[config.mk]
export PLATFORM = sky130hd
export DESIGN_NAME = siu_l2_req_tracker
export DESIGN_NICKNAME = d
export VERILOG_FILES = /design/src/rtl/siu_l2_trk_pkg.sv /design/src/rtl/siu_l2_trk_chan.sv /design/src/rtl/siu_l2_req_tracker.sv
export SDC_FILE = /design/constraint.sdc
export NUM_CORES = 2
export LEC_CHECK = 0
export BUFFER_PORTS_ARGS = -buffer_cell sky130_fd_sc_hd__buf_2
export CORE_MARGIN = 3
export CORE_UTILIZATION = 33
export CTS_BUF_LIST = sky130_fd_sc_hd__clkbuf_4 sky130_fd_sc_hd__clkbuf_8
export DETAILED_ROUTE_END_ITERATION = 8
export HOLD_SLACK_MARGIN = 0.05
export PLACE_DENSITY = 0.47
export SLEW_MARGIN = 10
export SYNTH_ARGS = -nofsm -noshare
export SYNTH_HDL_FRONTEND = slang
export SYNTH_HIERARCHICAL = 1
export SYNTH_SLANG_ARGS = --single-unit
[constraint.sdc]
create_clock -name iol2clk -period 4.9 [get_ports iol2clk]
set_input_delay 0.98 -clock iol2clk [delete_from_list [all_inputs] [get_ports iol2clk]]
set_output_delay 0.98 -clock iol2clk [all_outputs]
set_load 0.03 [all_outputs]
[src/rtl/siu_l2_trk_pkg.sv]
// SIU-to-L2 request tracker: shared types and header layout.
// Field positions, WRI encoding, FSM states and the record bundle.
package siu_l2_trk_pkg;

    localparam int OPES_HI = 30;
    localparam int OPES_LO = 27;
    localparam int CFG_HI  = 26;
    localparam int CFG_LO  = 24;
    localparam int TAG_HI  = 21;
    localparam int TAG_LO  = 8;
    localparam int AHI_HI  = 7;
    localparam int AHI_LO  = 0;

    // opes value of a write-invalidate (consumes a WIB credit)
    localparam logic [3:0] OPES_WRI = 4'b0010;

    // chan field is sized for the largest supported bank count
    localparam int CHAN_MAX_W = 8;

    typedef enum logic [1:0] {
        ST_IDLE = 2'd0,
        ST_ADDR = 2'd1,
        ST_SKIP = 2'd2
    } trk_state_e;

    typedef struct packed {
        logic [CHAN_MAX_W-1:0] chan;
        logic [3:0]            opes;
        logic [2:0]            cfg;
        logic [13:0]           tag;
        logic [39:0]           addr;
    } trk_rec_t;

endpackage

[src/rtl/siu_l2_trk_chan.sv]
// One L2 bank: header decode FSM, credit counters,
// single-entry record holding register and sticky errors.
module siu_l2_trk_chan
    import siu_l2_trk_pkg::*;
#(
    parameter int REQ_W        = 32,
    parameter int DUMMY_CYCLES = 3,
    parameter int CNT_W        = 4,
    parameter int CH_IDX       = 0
) (
    input  logic             clk_i,
    input  logic             rst_i,
    input  logic             req_vld_i,
    input  logic [REQ_W-1:0] req_i,
    input  logic             iq_deq_i,
    input  logic             wib_deq_i,
    input  logic             pop_i,
    input  logic             err_clr_i,
    output logic             full_o,
    output trk_rec_t         rec_o,
    output logic [CNT_W-1:0] iq_cnt_o,
    output logic [CNT_W-1:0] wib_cnt_o,
    output logic             proto_err_o,
    output logic             undf_err_o,
    output logic             ovf_err_o,
    output logic             drop_err_o
);

    trk_state_e       state_q, state_d;
    logic [2:0]       skip_q, skip_d;
    logic [3:0]       opes_q, opes_d;
    logic [2:0]       cfg_q, cfg_d;
    logic [13:0]      tag_q, tag_d;
    logic [7:0]       ahi_q, ahi_d;
    logic             full_q, full_d;
    trk_rec_t         rec_q, rec_d;
    logic [CNT_W-1:0] iq_q, iq_d;
    logic [CNT_W-1:0] wib_q, wib_d;
    logic             pe_q, pe_d;
    logic             ue_q, ue_d;
    logic             oe_q, oe_d;
    logic             de_q, de_d;

    logic             inc;
    logic             wri;
    logic             pe_ev;
    logic             de_ev;
    trk_rec_t         nrec;
    logic [CNT_W+1:0] iq_res;
    logic [CNT_W+1:0] wib_res;
    logic             unused_req;

    assign unused_req = ^req_i;

    // {underflow, overflow, next count}; inc and deq together cancel
    function automatic logic [CNT_W+1:0] cnt_step(
        input logic [CNT_W-1:0] c,
        input logic             up,
        input logic             dn
    );
        logic [CNT_W-1:0] n;
        logic             u;
        logic             o;
        n = c;
        u = 1'b0;
        o = 1'b0;
        if (up && !dn) begin
            if (&c) o = 1'b1;
            else    n = c + CNT_W'(1);
        end else if (dn && !up) begin
            if (c == '0) u = 1'b1;
            else         n = c - CNT_W'(1);
        end
        return {u, o, n};
    endfunction

    // state register for FSM, holding register, counters and flags
    always_ff @(posedge clk_i or posedge rst_i) begin
        if (rst_i) begin
            state_q <= ST_IDLE;
            skip_q  <= '0;
            opes_q  <= '0;
            cfg_q   <= '0;
            tag_q   <= '0;
            ahi_q   <= '0;
            full_q  <= 1'b0;
            rec_q   <= '0;
            iq_q    <= '0;
            wib_q   <= '0;
            pe_q    <= 1'b0;
            ue_q    <= 1'b0;
            oe_q    <= 1'b0;
            de_q    <= 1'b0;
        end else begin
            state_q <= state_d;
            skip_q  <= skip_d;
            opes_q  <= opes_d;
            cfg_q   <= cfg_d;
            tag_q   <= tag_d;
            ahi_q   <= ahi_d;
            full_q  <= full_d;
            rec_q   <= rec_d;
            iq_q    <= iq_d;
            wib_q   <= wib_d;
            pe_q    <= pe_d;
            ue_q    <= ue_d;
            oe_q    <= oe_d;
            de_q    <= de_d;
        end
    end

    // header decode, record capture and next-state for everything
    always_comb begin
        state_d = state_q;
        skip_d  = skip_q;
        opes_d  = opes_q;
        cfg_d   = cfg_q;
        tag_d   = tag_q;
        ahi_d   = ahi_q;
        full_d  = full_q;
        rec_d   = rec_q;
        inc     = 1'b0;
        wri     = 1'b0;
        pe_ev   = 1'b0;
        de_ev   = 1'b0;

        nrec.chan = CHAN_MAX_W'(CH_IDX);
        nrec.opes = opes_q;
        nrec.cfg  = cfg_q;
        nrec.tag  = tag_q;
        nrec.addr = {ahi_q, req_i[31:0]};

        if (pop_i) full_d = 1'b0;

        unique case (state_q)
            ST_IDLE: begin
                if (req_vld_i) begin
                    opes_d  = req_i[OPES_HI:OPES_LO];
                    cfg_d   = req_i[CFG_HI:CFG_LO];
                    tag_d   = req_i[TAG_HI:TAG_LO];
                    ahi_d   = req_i[AHI_HI:AHI_LO];
                    state_d = ST_ADDR;
                end
            end
            ST_ADDR: begin
                pe_ev = req_vld_i;
                inc   = 1'b1;
                wri   = (opes_q == OPES_WRI);
                // a pop on this edge frees the slot for the new record
                if (!full_q || pop_i) begin
                    rec_d  = nrec;
                    full_d = 1'b1;
                end else begin
                    de_ev = 1'b1;
                end
                if (DUMMY_CYCLES == 0) begin
                    state_d = ST_IDLE;
                end else begin
                    skip_d  = 3'(DUMMY_CYCLES);
                    state_d = ST_SKIP;
                end
            end
            ST_SKIP: begin
                pe_ev  = req_vld_i;
                skip_d = skip_q - 3'd1;
                if (skip_q <= 3'd1) state_d = ST_IDLE;
            end
            default: state_d = ST_IDLE;
        endcase

        iq_res  = cnt_step(iq_q, inc, iq_deq_i);
        wib_res = cnt_step(wib_q, inc && wri, wib_deq_i);
        iq_d    = iq_res[CNT_W-1:0];
        wib_d   = wib_res[CNT_W-1:0];

        // a same-edge event beats err_clr
        pe_d = (pe_q & ~err_clr_i) | pe_ev;
        ue_d = (ue_q & ~err_clr_i) | iq_res[CNT_W+1] | wib_res[CNT_W+1];
        oe_d = (oe_q & ~err_clr_i) | iq_res[CNT_W] | wib_res[CNT_W];
        de_d = (de_q & ~err_clr_i) | de_ev;
    end

    assign full_o      = full_q;
    assign rec_o       = rec_q;
    assign iq_cnt_o    = iq_q;
    assign wib_cnt_o   = wib_q;
    assign proto_err_o = pe_q;
    assign undf_err_o  = ue_q;
    assign ovf_err_o   = oe_q;
    assign drop_err_o  = de_q;

endmodule

[src/rtl/siu_l2_req_tracker.sv]
// SIU-to-L2 request tracker top: per-bank trackers feeding a
// round-robin arbitrated valid/ready record stream.
module siu_l2_req_tracker
    import siu_l2_trk_pkg::*;
#(
    parameter int NUM_L2T      = 8,
    parameter int REQ_W        = 32,
    parameter int DUMMY_CYCLES = 3,
    parameter int CNT_W        = 4,
    parameter int CH_W         = $clog2(NUM_L2T)
) (
    input  logic                       iol2clk,
    input  logic                       rst,
    input  logic [NUM_L2T-1:0]         req_vld,
    input  logic [NUM_L2T*REQ_W-1:0]   req,
    input  logic [NUM_L2T-1:0]         iq_dequeue,
    input  logic [NUM_L2T-1:0]         wib_dequeue,
    input  logic                       rec_rdy,
    output logic                       rec_vld,
    output logic [CH_W-1:0]            rec_chan,
    output logic [3:0]                 rec_opes,
    output logic [2:0]                 rec_config,
    output logic [13:0]                rec_tag,
    output logic [39:0]                rec_addr,
    output logic [NUM_L2T*CNT_W-1:0]   iq_outst,
    output logic [NUM_L2T*CNT_W-1:0]   wib_outst,
    input  logic                       err_clr,
    output logic [NUM_L2T-1:0]         proto_err,
    output logic [NUM_L2T-1:0]         undf_err,
    output logic [NUM_L2T-1:0]         ovf_err,
    output logic [NUM_L2T-1:0]         drop_err
);

    logic [NUM_L2T-1:0] full;
    logic [NUM_L2T-1:0] pop;
    trk_rec_t           recs [NUM_L2T];
    trk_rec_t           sel;
    logic [CH_W-1:0]    rr_q, rr_d;
    logic               lock_q, lock_d;
    logic [CH_W-1:0]    lock_gnt_q, lock_gnt_d;
    logic [CH_W-1:0]    rr_gnt;
    logic [CH_W-1:0]    grant;
    logic               unused_chan;

    for (genvar i = 0; i < NUM_L2T; i++) begin : g_chan
        siu_l2_trk_chan #(
            .REQ_W       (REQ_W),
            .DUMMY_CYCLES(DUMMY_CYCLES),
            .CNT_W       (CNT_W),
            .CH_IDX      (i)
        ) u_chan (
            .clk_i      (iol2clk),
            .rst_i      (rst),
            .req_vld_i  (req_vld[i]),
            .req_i      (req[i*REQ_W +: REQ_W]),
            .iq_deq_i   (iq_dequeue[i]),
            .wib_deq_i  (wib_dequeue[i]),
            .pop_i      (pop[i]),
            .err_clr_i  (err_clr),
            .full_o     (full[i]),
            .rec_o      (recs[i]),
            .iq_cnt_o   (iq_outst[i*CNT_W +: CNT_W]),
            .wib_cnt_o  (wib_outst[i*CNT_W +: CNT_W]),
            .proto_err_o(proto_err[i]),
            .undf_err_o (undf_err[i]),
            .ovf_err_o  (ovf_err[i]),
            .drop_err_o (drop_err[i])
        );
    end

    function automatic logic [CH_W-1:0] wrap_add(
        input logic [CH_W-1:0] a,
        input int              k
    );
        int s;
        s = int'(a) + k;
        if (s >= NUM_L2T) s = s - NUM_L2T;
        return CH_W'(s);
    endfunction

    // arbiter pointer and stall lock
    always_ff @(posedge iol2clk or posedge rst) begin
        if (rst) begin
            rr_q       <= '0;
            lock_q     <= 1'b0;
            lock_gnt_q <= '0;
        end else begin
            rr_q       <= rr_d;
            lock_q     <= lock_d;
            lock_gnt_q <= lock_gnt_d;
        end
    end

    // first full bank at or after rr_q; farthest first so nearest wins
    always_comb begin
        rr_gnt = '0;
        for (int k = NUM_L2T - 1; k >= 0; k--) begin
            if (full[wrap_add(rr_q, k)]) rr_gnt = wrap_add(rr_q, k);
        end
    end

    // a stalled grant is frozen so a late-filling bank cannot steal it
    always_comb begin
        grant      = lock_q ? lock_gnt_q : rr_gnt;
        rec_vld    = |full;
        pop        = '0;
        rr_d       = rr_q;
        lock_d     = rec_vld & ~rec_rdy;
        lock_gnt_d = grant;
        if (rec_vld && rec_rdy) begin
            pop[grant] = 1'b1;
            rr_d       = wrap_add(grant, 1);
        end
    end

    assign sel         = recs[grant];
    assign unused_chan = ^sel.chan;

    assign rec_chan   = rec_vld ? sel.chan[CH_W-1:0] : '0;
    assign rec_opes   = rec_vld ? sel.opes : '0;
    assign rec_config = rec_vld ? sel.cfg  : '0;
    assign rec_tag    = rec_vld ? sel.tag  : '0;
    assign rec_addr   = rec_vld ? sel.addr : '0;

endmodule

==> out/results.ini <==
[synthesis]
syn_area_um2=41000
syn_area_per_cell_um2=14.4
yosys_warnings=6
synthCells=2841

[clock_tree]
htreeDepth=4
cts_tree=done
clock_latency_ns=0.82
cts_num_sinks=878
cts-root-buf=clkbuf_8
numCtsBuffers=161
cts.path.max_buffers=3
path_clk_slew_ns=0.06

[routing]
drc=0
vias_per_cell=5.06
drt-initial-drc-count=1486
ant_nets=0
firstDrtPassIters=7
routed_wl_um=135000
wl_per_cell_um=25.9
vias=26500

[final_layout]
syn_to_final_growth_pct=23.4
drive_gt1_share_pct=51.5
final_common_cell=dfrtp_1
multi_input_area_um2=17900
regArea_um2=22000
nFillCells=11500
utilization_pct=41.3
nets=3863
final_cell_mix=877 x dfrtp_1, 742 x mux2_2, 385 x buf_2

[pwr]
power.density_nw_per_um2=836
finalPower_w=0.0423
p_leak_nw=22.8
irDropWorstVdd_v=0.000946

[setup_path]
max_stage_delay_ns=0.58
reg2reg_depth=18
cp_max_fo=6
start_kind=flip-flop
cp_cell_sequence=buf_6, mux4_2, mux2_4, or3_1, a311o_1, a31oi_4, a221oi_4, bufinv_16, buf_12, buf_12, mux4_2, a22o_1, buf_6
arrival_ns=4.67
cpMaxStageDelayCell=mux4_2
crit_type=reg2out
critPathBufInv=5
rrSetupSlack_ns=0.37
r2r-end=g_chan[4].u_chan/rec_o[26]
crit_required_ns=3.92
cp-startpoint=rr_q[1]
endpoint_kind=output port
rr_startpoint=rr_q[0]
path_delay_family=multiplexers

[floorplan]
die_h_um=359
num_io_pins=445
core-area_um2=123000
die_width_um=359
start_util_pct=33.5
rows=128
dieArea_um2=129000

[global_routing]
gr-usage-all-layers_pct=21.2
grt_pass1_wl_um=198000
grt_max_degree=106
grt_pass1_vias=28900
antenna_found_initial=76
grt_overflow=0

[min_path]
hold_path_class=in2async

[run_status]
status=finished, violations left
violations=setup timing

[sta]
max_slew_margin_pct=26.7
rsz0062_at_grt=yes
hold_viol=0
setup_viol=64
worst_slack_ns=-0.749
holdWs_ns=0.245
tightestPinTransition_ns=1.10
fin_skew_ns=0.0423
fin_crit_ns=5.65
slew_viol_final=0
period_share_pct=115
max_clock_freq_ghz=0.177

[place]
routabilityCongestion=0.839
io_buffer_count=444
dp.final_hpwl_um=99900

[run]
maxCapViolations=0

-- routing by layer --
metal  track usage, %  share of wire (%)
met3             7.20                7.9
met1             25.1                 40
met4             5.12                1.9
met2             36.8                 50
met5                0               0.19
-- worst reg2reg max path: stages, from the launching register on --
cell      delay (ns)
dfrtp_2         0.44
inv_2           0.08
ha_4            0.22
buf_6           0.14
buf_4           0.14
mux2i_1         0.12
mux4_2          0.51
o221ai_2        0.20
and2_4          0.19
o31ai_4         0.08
o22ai_4         0.19
buf_6           0.20
buf_4           0.22
nand3_1         0.24
nor2_1          0.15
nand2b_1        0.37
nand2_4         0.33
buf_12          0.30
mux2_2          0.29
-- worst max path at each step --
stage             endpoint  slack [ns]  depth (start not counted)
2_1_floorplan  rec_addr[0]        0.23                         14
3_3_place_gp   rec_tag[11]       0.006                         13
3_5_place_dp   rec_tag[11]        0.01                         13
4_1_cts        rec_addr[0]       -0.89                         12
5_1_grt         rec_tag[6]       -0.92                         13
6_report        rec_tag[5]       -0.75                         13
-- flip-flops by register name (all words and copies together) (netlist names), 16 cells and up --
register and flops:
g_chan.u_chan/rec_o 495, g_chan.u_chan/tag_q 112, g_chan.u_chan/ahi_q 64, g_chan.u_chan/iq_cnt_o 32
g_chan.u_chan/opes_q 32, g_chan.u_chan/wib_cnt_o 32, g_chan.u_chan/cfg_q 24, g_chan.u_chan/skip_q 24
g_chan.u_chan/state_q 16
-- final cells by class --
cell class,count,share of cell area [%]
diodes,38,0.188
repair buffers,587,8.89
clock buffers,249,6.29
inverters,137,1.11
repair inverters,1,0.0396
multi-input cells,1683,35.4
flip-flops and latches,878,43.4
well taps,1625,4.02
clock inverters,33,0.660
-- repair_timing --
action                                  in CTS  in global routing
endpoints found under the setup margin      64                 69
resized for setup                          162                 29
hold buffers                                 0                  0
pin swaps                                   19                 27
buffers inserted                            14                 10
cloned                                       8                  2
-- per-stage QoR --
step	setup TNS [ns]	instances	setup slack, ns	cell area, µm²
2_1_floorplan	0	2846	0.229	41000
3_3_place_gp	0	4884	0.00643	45900
3_5_place_dp	0	4884	0.0118	45900
4_1_cts	-52.77	5188	-0.891	50400
5_1_grt	-53.33	5204	-0.919	50500
6_report	-41.97	5231	-0.749	50600
-- report_power, final --
group	internal (W)	total (W)	switching, W
Combinational	0.0106	0.0214	0.0108
Sequential	0.0108	0.0133	0.00247
Clock	0.00439	0.00756	0.00317
No activity file was read; power rests on OpenSTA's default activity.
